===== src/rtl/low_fir_mac.sv =====
`default_nettype none
// ============================================================================
// Module   : low_fir_mac
// Purpose  : Stereo Q1.15 FIR multiply-accumulate over one queue burst per
//            sequencing window. Define LOW_FIR_SAT_EN to saturate the outputs
//            instead of truncating them.
// Revision : 1.0 - initial release
// ============================================================================

module low_fir_mac #(
    parameter int TAPS  = 1021,
    parameter int ACC_W = 40
) (
    input  logic               clk,
    input  logic               rst_n,
    input  logic               sequencing,
    input  logic signed [15:0] lft_in,
    input  logic signed [15:0] rght_in,
    output logic        [9:0]  coeff_addr,
    input  logic signed [15:0] coeff,
    output logic signed [15:0] lft_out,
    output logic signed [15:0] rght_out,
    output logic               out_vld,
    output logic               tap_err
);

    localparam int               CNT_W    = $clog2(TAPS + 2) + 1;
    localparam logic [CNT_W-1:0] TAPS_CNT = CNT_W'(TAPS);

    typedef enum logic [1:0] {
        S_IDLE  = 2'd0,
        S_ACCUM = 2'd1,
        S_DONE  = 2'd2
    } state_t;

    state_t                   state_q;
    logic [9:0]               addr_q;
    logic [9:0]               addr_d;
    logic                     seq_dly_q;
    logic                     armed_q;
    logic signed [ACC_W-1:0]  acc_l_q;
    logic signed [ACC_W-1:0]  acc_r_q;
    logic [CNT_W-1:0]         tap_cnt_q;
    logic [15:0]              lft_q;
    logic [15:0]              rght_q;
    logic                     vld_q;
    logic                     err_q;

    logic signed [31:0]       prod_l;
    logic signed [31:0]       prod_r;
    logic signed [ACC_W-1:0]  term_l;
    logic signed [ACC_W-1:0]  term_r;
    logic [15:0]              res_l;
    logic [15:0]              res_r;

    // ROM address runs while the window is open and parks at zero otherwise.
    always_comb begin
        addr_d = sequencing ? addr_q + 10'd1 : 10'd0;
    end

    always_ff @(posedge clk or negedge rst_n) begin
        if (!rst_n) begin
            addr_q <= 10'd0;
        end else begin
            addr_q <= addr_d;
        end
    end

    assign prod_l = 32'(lft_in)  * 32'(coeff);
    assign prod_r = 32'(rght_in) * 32'(coeff);
    assign term_l = ACC_W'(prod_l);
    assign term_r = ACC_W'(prod_r);

`ifdef LOW_FIR_SAT_EN
    logic [ACC_W-31:0] hi_l;
    logic [ACC_W-31:0] hi_r;

    assign hi_l = acc_l_q[ACC_W-1:30];
    assign hi_r = acc_r_q[ACC_W-1:30];

    // Bits above the Q1.15 window must all match the sign, else clamp.
    always_comb begin
        res_l = acc_l_q[30:15];
        res_r = acc_r_q[30:15];
        if (!((&hi_l) || !(|hi_l))) begin
            res_l = acc_l_q[ACC_W-1] ? 16'h8000 : 16'h7FFF;
        end
        if (!((&hi_r) || !(|hi_r))) begin
            res_r = acc_r_q[ACC_W-1] ? 16'h8000 : 16'h7FFF;
        end
    end
`else
    always_comb begin
        res_l = acc_l_q[30:15];
        res_r = acc_r_q[30:15];
    end
`endif

    // armed_q blocks the tail of a burst interrupted by reset from being
    // treated as a new burst; it arms once sequencing has been seen low.
    always_ff @(posedge clk or negedge rst_n) begin
        if (!rst_n) begin
            state_q   <= S_IDLE;
            seq_dly_q <= 1'b0;
            armed_q   <= 1'b0;
            acc_l_q   <= '0;
            acc_r_q   <= '0;
            tap_cnt_q <= '0;
            lft_q     <= 16'h0000;
            rght_q    <= 16'h0000;
            vld_q     <= 1'b0;
            err_q     <= 1'b0;
        end else begin
            seq_dly_q <= sequencing;
            armed_q   <= armed_q | ~sequencing;
            vld_q     <= 1'b0;
            case (state_q)
                // DONE also accepts a burst whose first sample lands in it.
                S_IDLE, S_DONE: begin
                    if (seq_dly_q && armed_q) begin
                        acc_l_q   <= term_l;
                        acc_r_q   <= term_r;
                        tap_cnt_q <= CNT_W'(1);
                        state_q   <= S_ACCUM;
                    end else begin
                        state_q   <= S_IDLE;
                    end
                end
                S_ACCUM: begin
                    if (seq_dly_q) begin
                        acc_l_q <= acc_l_q + term_l;
                        acc_r_q <= acc_r_q + term_r;
                        if (tap_cnt_q != {CNT_W{1'b1}}) begin
                            tap_cnt_q <= tap_cnt_q + CNT_W'(1);
                        end
                    end else begin
                        lft_q   <= res_l;
                        rght_q  <= res_r;
                        vld_q   <= 1'b1;
                        if (tap_cnt_q != TAPS_CNT) begin
                            err_q <= 1'b1;
                        end
                        state_q <= S_DONE;
                    end
                end
                default: begin
                    state_q <= S_IDLE;
                end
            endcase
        end
    end

    assign coeff_addr = addr_q;
    assign lft_out    = lft_q;
    assign rght_out   = rght_q;
    assign out_vld    = vld_q;
    assign tap_err    = err_q;

endmodule

`default_nettype wire


===== config.mk =====
export PLATFORM = sky130hd
export DESIGN_NAME = low_fir_mac
export DESIGN_NICKNAME = d
export VERILOG_FILES = /design/src/rtl/low_fir_mac.sv
export SDC_FILE = /design/constraint.sdc
export NUM_CORES = 2
export LEC_CHECK = 0
export BUFFER_PORTS_ARGS = -buffer_cell sky130_fd_sc_hd__buf_2
export CORE_MARGIN = 1
export CORE_UTILIZATION = 50
export DETAILED_ROUTE_END_ITERATION = 8
export PLACE_DENSITY = 0.69
export SLEW_MARGIN = 40
export SYNTH_ARGS = -nofsm -noshare
export SYNTH_HDL_FRONTEND = slang
export SYNTH_SLANG_ARGS = --single-unit

===== constraint.sdc =====
create_clock -name clk -period 8.9 [get_ports clk]
set_input_delay 1.335 -clock clk [delete_from_list [all_inputs] [get_ports clk]]
set_output_delay 1.335 -clock clk [all_outputs]
set_load 0.02 [all_outputs]

# Word level (Yosys, flattened, before mapping)
# Cells that the tools add are included.
# word_totals
regBits,139
input_bits,51
word_cells,52
# op_classes
addsub,4
multipliers,2
eq_ne,8
mux,16
bitwise,3
n_reduce_logical,8
# op_table
operator,count
$mux W40,4
$pmux W40 S2,2
$add A40 B32 Y40,2
$mul A16 B16 Y32,2
$mux W11,3
$pmux W11 S2,1
$add A11 B1 Y11 const B,1
$ne A11 B10 Y1 const B,1
$ne A11 B11 Y1 const B,1
$add A10 B1 Y10 const B,1
$mux W10,1
$ne A2 B2 Y1 const B,4
$reduce_and A3 Y1,2
$pmux W2 S2,1
$reduce_and A4 Y1,1
$mux W1,3
$eq A2 B1 Y1 const B,1
$eq A2 B2 Y1 const B,1
$logic_not A2 Y1,1
$mux W2,1
$not A1 Y1,2
$reduce_and A2 Y1,1
$reduce_bool A2 Y1,1
$reduce_or A2 Y1,1
2 further kinds,2

# Depth between registers and ports, before layout
# depth
word_depth,4
mapped_depth,36
mapped_depth_nobuf,34

# Least setup slack after synthesis
# Ideal clock, no wire load.
# synth_path
kind,input to register
from,in coeff[1]
to,reg acc_l_q[30]
t_arrival_ns,8.724
required_time_ns,8.829
setup_slack_ns,0.105
path_stages,32
n_path_buf,1
cell_sequence,clkbuf_1 nand2_1 fa_1 fa_1 fa_1 fa_1 inv_1 fa_1 inv_1 fa_1 inv_1 ha_1 and4_1 o21a_1 a21oi_2 a31oi_1 o21a_1 nor2_1 o21bai_1 a21oi_1 xnor2_1 ha_1 a21oi_1 nor2b_1 o21ai_1 nand2b_1 or4_1 o221ai_2 o21ai_2 a221o_1 or4b_1 nand4_1
# synth_between
elab_chain_len,4
word_cells_on_any_way,5
# synth_rtl
item,line,rtl
from (decl),20,"input logic signed [15:0] coeff,"
$mul A16 B16 Y32 (*),69,assign prod_l = 32'(lft_in) * 32'(coeff);
$add A40 B32 Y40,131,acc_l_q <= acc_l_q + term_l;
$mux W40,130,if (seq_dly_q) begin
$pmux W40 S2 (*),117,case (state_q)
to (signal assigned),121,acc_l_q <= term_l;
to (signal assigned),131,
to (decl),41,logic signed [ACC_W-1:0] acc_l_q;
# Every way passes the cells marked *; elsewhere a longest branch is shown, timed or not. The select of a mux whose other input is x is not followed.
# A chain may end at the register's enable or synchronous reset.

# Worst setup path in the final report
# layout_path
from,in lft_in[6]
to,reg acc_l_q[30]
# layout_between
elab_chain_len,4
word_cells_on_any_way,5
# layout_rtl
item,line,rtl
from (decl),17,"input logic signed [15:0] lft_in,"
$mul A16 B16 Y32 (*),69,
$add A40 B32 Y40,131,
$mux W40,130,
$pmux W40 S2 (*),117,
# Marked as above.

==> impl_metrics.prom <==
# TYPE chip_impl_metric gauge
chip_impl_metric{name="fp.coreArea",unit="mm2"} 0.0537
chip_impl_metric{name="synth_fa_ha_area_frac",unit=""} 0.484
chip_impl_metric{name="vias_per_cell",unit=""} 5.24
chip_impl_metric{name="global_route_wire_length_before_repair",unit="um"} 115000
chip_impl_info{name="critPathTopFamily",value="adder cells"} 1
chip_impl_metric{name="synth_xor_xnor_area_share",unit=""} 0.0461
chip_impl_info{name="worst_path_max_delay_cell",value="fa_1"} 1
chip_impl_metric{name="post_synth_instance_area",unit="mm2"} 0.0272
chip_impl_metric{name="async_reset_ff_frac",unit=""} 1.00
chip_impl_metric{name="synthCells",unit=""} 3010
chip_impl_metric{name="final-max-slew-violation-count",unit=""} 0
chip_impl_metric{name="hold_viol",unit=""} 0
chip_impl_metric{name="synth_warnings",unit=""} 0
chip_impl_metric{name="max-cap-violations",unit=""} 0
chip_impl_metric{name="synth-seq-area-share",unit=""} 0.112
chip_impl_metric{name="antenna_violating_nets_post_route",unit=""} 0
chip_impl_metric{name="grt_antenna_before_repair",unit=""} 1
chip_impl_metric{name="tritoncts.num_buffers",unit=""} 17
chip_impl_metric{name="critPathMaxStageDelay",unit="ps"} 560
chip_impl_info{name="synth_most_common_cell",value="inv_1"} 1
chip_impl_metric{name="wl_per_cell",unit="um"} 17.0
chip_impl_metric{name="ctsLongestPathBuffers",unit=""} 2
chip_impl_metric{name="crit_path_buf_inv_count",unit=""} 8
chip_impl_metric{name="dr.pass1.iters",unit=""} 5
chip_impl_metric{name="1st_iter_drt_viols",unit=""} 1199
chip_impl_metric{name="design.die.area",unit="mm2"} 0.0552
chip_impl_metric{name="synth_largest_type_area_fraction",unit=""} 0.379
chip_impl_metric{name="timing.max_slew.rel_slack",unit=""} 0.499
chip_impl_metric{name="fp.dieH",unit="um"} 235
chip_impl_metric{name="report.final.setup_viol",unit=""} 0
chip_impl_metric{name="synthMuxAreaShare",unit=""} 0.0151
chip_impl_metric{name="clkSlewWorstSetupHoldPaths",unit="ps"} 60
chip_impl_metric{name="max_freq",unit="MHz"} 117
chip_impl_metric{name="period_share",unit=""} 0.962
chip_impl_metric{name="vias_in_the_first_global_route",unit=""} 22400
chip_impl_metric{name="clock_tree.htree_level_count",unit=""} 4
chip_impl_info{name="cp_class",value="input pin to register"} 1
chip_impl_metric{name="whs",unit="ps"} 466
chip_impl_metric{name="cp_data_required_time",unit="ps"} 9260
chip_impl_metric{name="cts_sinks",unit=""} 121
chip_impl_info{name="ys_top_cells_by_count",value="inv_1, fa_1, nand2_1, and2_1, ha_1"} 1
chip_impl_metric{name="finalClockSkew",unit="ps"} 14.0
chip_impl_metric{name="synth-edff-count",unit=""} 0
chip_impl_info{name="leading_post_synthesis_cells_by_cell_area",value="fa_1, dfrtp_1, ha_1"} 1
chip_impl_metric{name="post_synth_and_or_nand_nor_area_fraction",unit=""} 0.152
chip_impl_metric{name="setup_tns",unit="ps"} 0
chip_impl_info{name="clk_root_buffer_cell",value="clkbuf_16"} 1
chip_impl_metric{name="syn_area_per_cell",unit="um2"} 9.02
chip_impl_metric{name="initial_utilization",unit=""} 0.506
chip_impl_info{name="outcome",value="complete, no violations"} 1
chip_impl_metric{name="drt_drc_violations_left",unit=""} 0
chip_impl_metric{name="critPathArrivalTime",unit="ps"} 8920
chip_impl_metric{name="nets",unit=""} 4041
chip_impl_metric{name="final_area",unit="mm2"} 0.0307
chip_impl_metric{name="distinct_cells_synth",unit=""} 70
chip_impl_metric{name="dr_total_vias",unit=""} 20700
chip_impl_info{name="synth.largest_area_cell",value="fa_1"} 1
chip_impl_info{name="timing.critical_path.from_type",value="input pin"} 1
chip_impl_metric{name="postCtsHoldBufs",unit=""} 0
chip_impl_metric{name="synth_seq_cells",unit=""} 121
chip_impl_metric{name="detail_route.wirelength",unit="um"} 67300
chip_impl_metric{name="port_buffers",unit=""} 94
chip_impl_metric{name="hpwl",unit="um"} 57400
chip_impl_info{name="endpoint_kind",value="register"} 1
chip_impl_metric{name="postPlaceCellArea",unit="mm2"} 0.0299
chip_impl_metric{name="synthToLayoutAreaGrowth",unit="%"} 13.1
chip_impl_metric{name="crit_path_max_fanout",unit=""} 10
chip_impl_metric{name="mappedNetlistNets",unit=""} 3804
chip_impl_info{name="synth_top_family_by_area",value="adder cells"} 1
chip_impl_metric{name="final_worst_path_period_need",unit="ps"} 8560
chip_impl_metric{name="actual_transition_at_the_worst_max_transition_pin",unit="ps"} 752
chip_impl_metric{name="ioPinCount",unit=""} 95
chip_impl_metric{name="layout-drive-gt1-share",unit=""} 0.136
chip_impl_metric{name="worst_skew_pair.late_latency",unit="ps"} 440
chip_impl_metric{name="grt_start_max_net_pins",unit=""} 104
chip_impl_metric{name="chipWidth",unit="um"} 235
chip_impl_metric{name="synth_compound_area_frac",unit=""} 0.0923
chip_impl_info{name="worst_hold_path_type",value="register to register"} 1
chip_impl_metric{name="fin_ws",unit="ps"} 342
chip_impl_metric{name="floorplan.rows",unit=""} 85
chip_impl_info{name="ys_dominant_reg_cell",value="dfrtp_1"} 1
chip_impl_info{name="tritoncts",value="yes"} 1
chip_impl_metric{name="preCtsSetupSlack",unit="ps"} -214
chip_impl_metric{name="gpl.final_weighted_congestion",unit=""} 0.933
chip_impl_metric{name="overall_global_routing_resource_usage",unit=""} 0.258
chip_impl_metric{name="globalRoute.totalOverflow",unit=""} 0
metal layers:
metal	GRT usage	vias up	share of wire
li1	-	9749	-
met1	0.368	10300	0.46
met2	0.408	552	0.46
met3	0.0410	92	0.059
met4	0.0720	0	0.026
met5	0	-	0
registers in the layout (all words and copies together), names as in the netlist:
register    count
acc_l_q        31
acc_r_q        31
lft_out        16
rght_out       16
tap_cnt_q      11
coeff_addr     10
state_q         2
armed_q         1
out_vld         1
seq_dly_q       1
tap_err         1
worst paths after layout:
check	startpoint	end	slack, ps	depth (start not counted)
worst max-delay path	lft_in[6]	acc_l_q[30]	340	31
worst min-delay path	tap_err	tap_err	470	1
worst max register to register	acc_r_q[0]	acc_r_q[24]	5290	13
worst min register to register	tap_err	tap_err	470	1
max in group asynchronous	rst_n	lft_out[1]	6850	2
min in group asynchronous	rst_n	rght_out[14]	920	1
cell families (layout without fill, tap and decap cells):
kind of cell / after synthesis / in the layout
AO/OA/AOI/OAI: 401 / 401
XOR/XNOR: 142 / 142
adder cells (fa/ha/maj): 743 / 743
buffers and inverters: 711 / 961
flip-flops: 121 / 121
multiplexers: 37 / 37
other: 0 / 1
AND/OR/NAND/NOR: 855 / 855
through the flow:
step / std cells / utilization
floorplan: 3010 / -
global placement: 3921 / 0.556
detailed placement: 3922 / 0.557
CTS: 3954 / 0.568
global route: 3957 / 0.572
finish: 3957 / 0.572
what timing repair did:
| item | 4_1_cts | 5_1_grt |
|---|---|---|
| endpoints found under the hold margin | 0 | 0 |
| gates resized for setup | 0 | 34 |
| setup buffers | 0 | 2 |
| endpoints found under the setup margin | 0 | 10 |
layout by cell type, fill, tap and decap left out, drive strengths merged, types with 12 or more instances in the layout:
cell,netlist,final
inv,597,599
fa,514,514
nand2,352,352
buf,3,328
and2,244,244
ha,229,229
a21oi,139,139
nor2,130,130
dfrtp,121,121
xnor2,100,100
o21ai,95,95
a21o,52,52
xor2,42,42
mux2,32,32
nand2b,30,30
nand3,22,22
o21a,21,21
clkbuf,109,21
a31oi,18,18
nor2b,16,16
nor3,15,15
nand4,12,12
and3,12,12
a211oi,12,12
final cells by class:
| type | instances | area (um2) |
|---|---|---|
| fillers | 4658 | 23000 |
| multi-input cells | 2178 | 21600 |
| flip-flops and latches | 121 | 3030 |
| repair buffers | 330 | 2310 |
| inverters | 599 | 2250 |
| well taps | 696 | 871 |
| clock buffers | 19 | 453 |
| clock inverters | 13 | 169 |
| diodes | 1 | 2.50 |
Power is left out: the tool's default activity adds up to more than one toggle a clock period on the data nets, which glitch-free logic cannot reach.
